$ cat config.mk
export PLATFORM = sky130hd
export DESIGN_NAME = if_stage
export DESIGN_NICKNAME = d
export VERILOG_FILES = /design/src/rtl/mips_pkg.sv /design/src/rtl/if_npc_sel.sv /design/src/rtl/if_stage.sv
export SDC_FILE = /design/constraint.sdc
export NUM_CORES = 1
export LEC_CHECK = 0
export ABC_CLOCK_PERIOD_IN_PS = 5350
export CAP_MARGIN = 10
export CORE_AREA = 5 5 182 184
export CTS_BUF_LIST = sky130_fd_sc_hd__clkbuf_8
export DETAILED_ROUTE_END_ITERATION = 8
export DIE_AREA = 0 0 187 189
export GPL_TIMING_DRIVEN = 0
export PLACE_DENSITY = 0.57
export RECOVER_POWER = 50
export SYNTH_ARGS = -nofsm -noshare
export SYNTH_HDL_FRONTEND = slang
export SYNTH_SLANG_ARGS = --single-unit
$ cat constraint.sdc
create_clock -name clk -period 5.35 [get_ports clk]
set_input_delay 1.07 -clock clk [delete_from_list [all_inputs] [get_ports clk]]
set_output_delay 1.07 -clock clk [all_outputs]
set_load 0.005 [all_outputs]
$ cat src/rtl/mips_pkg.sv
// Shared MIPS pipeline definitions: reset/exception addresses, NOP encoding
// and the fetch-stage state encoding.
package mips_pkg;

    localparam logic [31:0] RESET_PC_DEF   = 32'hBFC0_0000;
    localparam logic [31:0] EXC_VECTOR_DEF = 32'hBFC0_0380;
    localparam logic [31:0] NOP_INST       = 32'h0000_0000;

    typedef enum logic [1:0] {
        FETCH  = 2'd0,
        HOLD   = 2'd1,
        CANCEL = 2'd2
    } if_state_t;

endpackage

$ cat src/rtl/if_npc_sel.sv
// Next-fetch-address mux: except > eret > taken branch (new or pending) > fpc+4.
// Also flags a non-word-aligned result.
module if_npc_sel
    import mips_pkg::*;
#(
    parameter logic [31:0] EXC_VECTOR = EXC_VECTOR_DEF
) (
    input  logic        except,
    input  logic        eret,
    input  logic [31:0] epc,
    input  logic        branch_taken,
    input  logic [31:0] branch_target,
    input  logic        pending_valid,
    input  logic [31:0] pending_target,
    input  logic [31:0] fpc,
    output logic [31:0] npc,
    output logic        misaligned
);

    always_comb begin
        npc = fpc + 32'd4;
        if (except)
            npc = EXC_VECTOR;
        else if (eret)
            npc = epc;
        // A branch resolving on the same edge as an issue steers that issue.
        else if (branch_taken)
            npc = branch_target;
        else if (pending_valid)
            npc = pending_target;
        misaligned = (npc[1:0] != 2'b00);
    end

endmodule

$ cat src/rtl/if_stage.sv
// MIPS instruction-fetch stage: PC, imem req/ack handshake, registered bundle
// to decode. Optional AdEL fetch-fault reporting under IF_ADEL_CHECK_EN.
//
// Handshake: imem_req rises with imem_addr and both stay stable until the
// edge where imem_ack=1; that edge completes the request and imem_rdata is
// sampled on it. A new request may be issued on the same edge.
module if_stage
    import mips_pkg::*;
#(
    parameter logic [31:0] RESET_PC   = RESET_PC_DEF,
    parameter logic [31:0] EXC_VECTOR = EXC_VECTOR_DEF
) (
    input  logic        clk,
    input  logic        rst,
    input  logic        stall,
    input  logic        branch_taken,
    input  logic [31:0] branch_target,
    input  logic        except,
    input  logic        eret,
    input  logic [31:0] epc,
    output logic        imem_req,
    output logic [31:0] imem_addr,
    input  logic        imem_ack,
    input  logic [31:0] imem_rdata,
    output logic [31:0] pc_out,
    output logic [31:0] inst_out,
    output logic        valid_out,
    output logic        bad_addr_out,
    output logic        flush_out,
    output logic [1:0]  fsm_state
);

    if_state_t   state, state_n;
    logic        req_n;
    logic [31:0] addr_n, fpc, fpc_n;
    logic        pending_valid, pending_valid_n;
    logic [31:0] pending_target, pending_target_n;
    logic [31:0] hold_inst, hold_inst_n;
    logic        adel_wait, adel_wait_n;
    logic        halted, halted_n;
    logic [31:0] pc_n, inst_n;
    logic        valid_n, bad_q, bad_n;
    logic        kill;
    logic [31:0] npc;
    logic        npc_mis;
    logic        do_issue, issue_fpc, use_npc, issue_mis;
    logic [31:0] issue_addr;

    assign kill      = except | eret;
    assign fsm_state = state;

    if_npc_sel #(.EXC_VECTOR(EXC_VECTOR)) u_npc_sel (
        .except         (except),
        .eret           (eret),
        .epc            (epc),
        .branch_taken   (branch_taken),
        .branch_target  (branch_target),
        .pending_valid  (pending_valid),
        .pending_target (pending_target),
        .fpc            (fpc),
        .npc            (npc),
        .misaligned     (npc_mis)
    );

    always_comb begin
        state_n          = state;
        req_n            = imem_req;
        addr_n           = imem_addr;
        fpc_n            = fpc;
        pending_valid_n  = pending_valid;
        pending_target_n = pending_target;
        hold_inst_n      = hold_inst;
        adel_wait_n      = adel_wait;
        halted_n         = halted;
        pc_n             = pc_out;
        inst_n           = inst_out;
        valid_n          = valid_out;
        bad_n            = bad_q;
        do_issue         = 1'b0;
        issue_fpc        = 1'b0;
        use_npc          = 1'b0;

        if (!stall) begin
            valid_n = 1'b0;
            inst_n  = NOP_INST;
            bad_n   = 1'b0;
        end
        if (branch_taken) begin
            pending_valid_n  = 1'b1;
            pending_target_n = branch_target;
        end

        if (kill) begin
            pending_valid_n = 1'b0;
            valid_n         = 1'b0;
            inst_n          = NOP_INST;
            bad_n           = 1'b0;
            adel_wait_n     = 1'b0;
            halted_n        = 1'b0;
            // An unacked request must drain through CANCEL; otherwise redirect now.
            if ((state == CANCEL || (state == FETCH && imem_req)) && !imem_ack) begin
                state_n = CANCEL;
                fpc_n   = npc;
            end else begin
                state_n  = FETCH;
                do_issue = 1'b1;
            end
        end else begin
            case (state)
                FETCH: begin
                    if (imem_req) begin
                        if (imem_ack && !stall) begin
                            pc_n     = fpc;
                            inst_n   = imem_rdata;
                            valid_n  = 1'b1;
                            do_issue = 1'b1;
                            use_npc  = 1'b1;
                        end else if (imem_ack) begin
                            hold_inst_n = imem_rdata;
                            req_n       = 1'b0;
                            state_n     = HOLD;
                        end
                    end else if (adel_wait) begin
                        if (!stall) begin
                            pc_n        = fpc;
                            inst_n      = NOP_INST;
                            valid_n     = 1'b1;
                            bad_n       = 1'b1;
                            adel_wait_n = 1'b0;
                            halted_n    = 1'b1;
                        end
                    end else if (!halted) begin
                        do_issue  = 1'b1;
                        issue_fpc = 1'b1;
                    end
                end
                HOLD: begin
                    if (!stall) begin
                        pc_n     = fpc;
                        inst_n   = hold_inst;
                        valid_n  = 1'b1;
                        state_n  = FETCH;
                        do_issue = 1'b1;
                        use_npc  = 1'b1;
                    end
                end
                CANCEL: begin
                    if (imem_ack) begin
                        state_n   = FETCH;
                        do_issue  = 1'b1;
                        issue_fpc = 1'b1;
                    end
                end
                default: state_n = FETCH;
            endcase
        end

        if (use_npc)
            pending_valid_n = 1'b0;

        issue_addr = issue_fpc ? fpc : npc;
        issue_mis  = issue_fpc ? (fpc[1:0] != 2'b00) : npc_mis;
        if (do_issue) begin
`ifdef IF_ADEL_CHECK_EN
            fpc_n = issue_addr;
            if (issue_mis) begin
                req_n       = 1'b0;
                adel_wait_n = 1'b1;
            end else begin
                req_n  = 1'b1;
                addr_n = issue_addr;
            end
`else
            fpc_n  = issue_mis ? {issue_addr[31:2], 2'b00} : issue_addr;
            req_n  = 1'b1;
            addr_n = fpc_n;
`endif
        end
    end

    always_ff @(posedge clk) begin
        if (!rst) begin
            state          <= FETCH;
            imem_req       <= 1'b0;
            imem_addr      <= RESET_PC;
            fpc            <= RESET_PC;
            pending_valid  <= 1'b0;
            pending_target <= 32'h0;
            hold_inst      <= NOP_INST;
            adel_wait      <= 1'b0;
            halted         <= 1'b0;
            pc_out         <= 32'h0;
            inst_out       <= NOP_INST;
            valid_out      <= 1'b0;
            bad_q          <= 1'b0;
            flush_out      <= 1'b0;
        end else begin
            state          <= state_n;
            imem_req       <= req_n;
            imem_addr      <= addr_n;
            fpc            <= fpc_n;
            pending_valid  <= pending_valid_n;
            pending_target <= pending_target_n;
            hold_inst      <= hold_inst_n;
            adel_wait      <= adel_wait_n;
            halted         <= halted_n;
            pc_out         <= pc_n;
            inst_out       <= inst_n;
            valid_out      <= valid_n;
            bad_q          <= bad_n;
            flush_out      <= kill;
        end
    end

    assign bad_addr_out = bad_q;

endmodule

==> flow_summary_export.csv <==
group,metric,value,unit
outcome,status,"finished, violations left",
outcome,violations,"DRC",
clock_tree,cts_hold_buf,0,
clock_tree,clkSlewWorstSetupHoldPaths,0.12,ns
synth,yosysWarnings,0,
die,std_cell_rows,65,
synth,yosysMostFrequentCell,"nand2_1",
global_route,overflow,0,
detailed_routing,routed_wl,37080,um
setup_path,end_kind,"register",
power,leakagePower,4.398,nW
sta,tightestPinTransition,1.143,ns
cells_and_area,drive_gt1_share,5.022,%
setup_path,worst_r2r_path_depth,7,
synth,synth-simple-area-share,21.17,%
synth,yosysTopAreaCellShare,43.07,%
sta,slew_viol_final,0,
power,powerDensity,257.6,nW/um2
clock_tree,htreeDepth,4,
die,start_util,29.62,%
setup_path,startpoint,"except",
detailed_routing,route.detailed.drc,1,
global_route,grt_pass1_wl,56010,um
synth,synthXorXnorAreaFrac,1.705,%
sta,final.min_clock_period,4.272,ns
synth,synth_fa_ha_area_share,0.1353,%
clock_tree,post_cts_buffers,0,
clock_tree,cts-buffers-inserted,17,
detailed_routing,viasPerCell,5.305,
global_route,grt_max_degree,22,
die,ios,205,
worst_hold_path,hp-class,"reg -> reg",
power,power,3.141,mW
setup_path,worstReg2RegStart,"fpc[2]",
setup_path,worstPathRequired,5.76,ns
die,fp.dieArea,35340,um2
worst_hold_path,min_path_cells,2,
sta,fin_crit_sh,79.85,%
power,vdd_drop_max,0.1742,mV
detailed_routing,vias,9315,
synth,synth_top_family_by_area,"compound AO/OA/AOI/OAI gates",
synth,synth_ff_type,"dfxtp_1",
placed_design,numPortBuffers,200,
cells_and_area,diodes,0,
setup_path,setup.worst_path.class,"in -> reg",
sta,skew,0.02530,ns
clock_tree,cts_root_buf,"clkbuf_8",
synth,synth.area.top_cells,"dfxtp_1 (43%), nand2_1 (8.6%), a21boi_0 (6.1%)",
setup_path,path_max_fanout,10,
synth,synth.distinct_cells,66,
die,core_area,31230,um2
setup_path,rr_endpoint,"fpc[30]",
detailed_routing,dr.pass1.iters,9,
placed_design,dp_hpwl,27900,um
synth,synth_edf_count,0,
setup_path,r2r_setup_slack,2.12,ns
sta,hold_violations,0,
clock_tree,cts_sinks,199,
sta,finalSetupViolCount,0,
die,dieWidth,187,um
sta,slew_headroom,23.11,%
global_route,grt_pass1_vias,8923,
synth,syn_nets,1226,
synth,syn-cell-area,9249,um2
synth,synth_compound_area_share,25.31,%
cells_and_area,multi_input_comb_area,4743,um2
detailed_routing,post_drt_wl_per_cell,21.12,um
die,die_h,189,um
synth,synth-seq-area-share,43.07,%
synth,ys_ff_latch,199,
synth,avgSynthCellArea,8.243,um2
placed_design,place.gp.congestion,0.9402,
synth,async_flop_share,0,%
clock_tree,cts_tree,"done",
synth,synthCells,1122,
cells_and_area,nFillCells,3267,
synth,synthMuxAreaShare,3.030,%
clock_tree,clock_tree.buffer_depth,2,
clock_tree,cts_resized,0,
worst_hold_path,min-delay-start,"fpc[1]",
setup_path,start_kind,"primary input",
global_route,grtUsageTotal,20.39,%
global_route,grt_antenna_before_repair,0,
cells_and_area,regArea,3984,um2
detailed_routing,drt-initial-drc-count,976,
sta,rsz0062_at_grt,"false",
synth,synth_common_cells,"nand2_1 (213), dfxtp_1 (199), nor2_1 (76)",
cells_and_area,final_nets,1445,
flow_run,cap_violations,0,
setup_path,arrival,4.68,ns
synth,synth_area_leader_cell,"dfxtp_1",
worst_hold_path,whs_endpoint,"pc_out[1]",
cells_and_area,syn_to_final_growth,31.79,%
detailed_routing,ant_nets,0,
clock_tree,insertion_delay,0.49,ns
sta,fmax,234.1,MHz
sta,setup_tns,0,ns
-- worst max-delay path, stage by stage --
cell,delay [ns]
dlygate4sd3_1,0.58
clkbuf_1,0.29
nor2_1,0.21
clkbuf_1,0.53
o21ai_0,0.52
o22ai_2,0.63
clkbuf_1,0.59
nor2_1,0.08
o221ai_1,0.18
-- placed cells by master (no fill, tap or decap), types with 15 or more instances in the layout --
master and count:
a222oi_1 34, clkdlybuf4s50_1 95, o21ai_0 61, a21boi_0 75
dfxtp_1 199, nand2_1 213, clkbuf_8 17, buf_2 15
clkbuf_1 77, nor2_1 76, dlygate4sd3_1 105, nor2b_1 32
a21oi_1 40, a31oi_1 19, mux2i_1 28, nand3_1 24
-- where the power goes --
group          internal, mW  leakage, nW  switching, mW
Clock                 0.406        0.214          0.655
Combinational         0.216         2.56          0.290
Sequential             1.54         1.62         0.0386
Total                  2.16         4.40          0.983
-- sequential cells by signal (all words and copies together) (netlist names), named ones only --
| name | count |
|---|---|
| adel_wait | 1 |
| flush_out | 1 |
| fpc | 32 |
| fsm_state | 2 |
| halted | 1 |
| hold_inst | 32 |
| imem_addr | 32 |
| imem_req | 1 |
| inst_out | 32 |
| pc_out | 32 |
| pending_target | 30 |
| pending_valid | 1 |
| valid_out | 1 |
-- logic make-up (layout without fill, tap and decap cells) --
group                      Yosys count  in the layout
buffers and inverters              120            352
adders and majority gates            1              1
DFF                                199            199
AOI/OAI and AO/OA                  326            326
xor gates and xnor gates            18             18
muxes                               28             28
and+or+nand+nor                    430            430
-- routing by layer --
| layer | share of wire [%] | track usage, % | vias to the layer above |
|---|---|---|---|
| met4 | 2.3 | 6.058 | 0 |
| met1 | 46 | 28.86 | 4410 |
| met3 | 7.4 | 4.001 | 51 |
| met2 | 44 | 31.59 | 415 |
| li1 | - | - | 4439 |
| met5 | 0 | 0 | - |
-- per-stage QoR --
stage / setup slack (ns) / instances / hold slack [ns] / instance area, um2 / util [%]
floorplan: 2.592 / 1122 / 0.4386 / 9249 / -
detailed placement: 1.296 / 1724 / 0.4540 / 11750 / 37.64
global placement: 1.334 / 1724 / 0.4477 / 11750 / 37.64
global route: 0.9033 / 1756 / 0.4893 / 12190 / 39.03
CTS: 1.804 / 1756 / 0.4620 / 12200 / 39.05
finish: 1.078 / 1756 / 0.4604 / 12190 / 39.03
-- worst max path at each step --
stage	endpoint	depth (start not counted)
detailed placement	imem_addr[29]	9
finish	imem_addr[29]	9
global placement	imem_addr[29]	9
global route	imem_addr[29]	9
floorplan	imem_addr[19]	8
CTS	imem_addr[29]	9
-- layout make-up --
class                      count  share of cell area [%]
tap                          402                   4.126
clock buffer                  17                   1.920
multi-input combinational    803                   38.91
inverter                      12                  0.3695
buffer                       108                   3.849
clock inverter                15                   1.714
sequential                   199                   32.68
timing repair buffer         200                   16.42
Note: power is estimated with default switching activity, not from simulation.
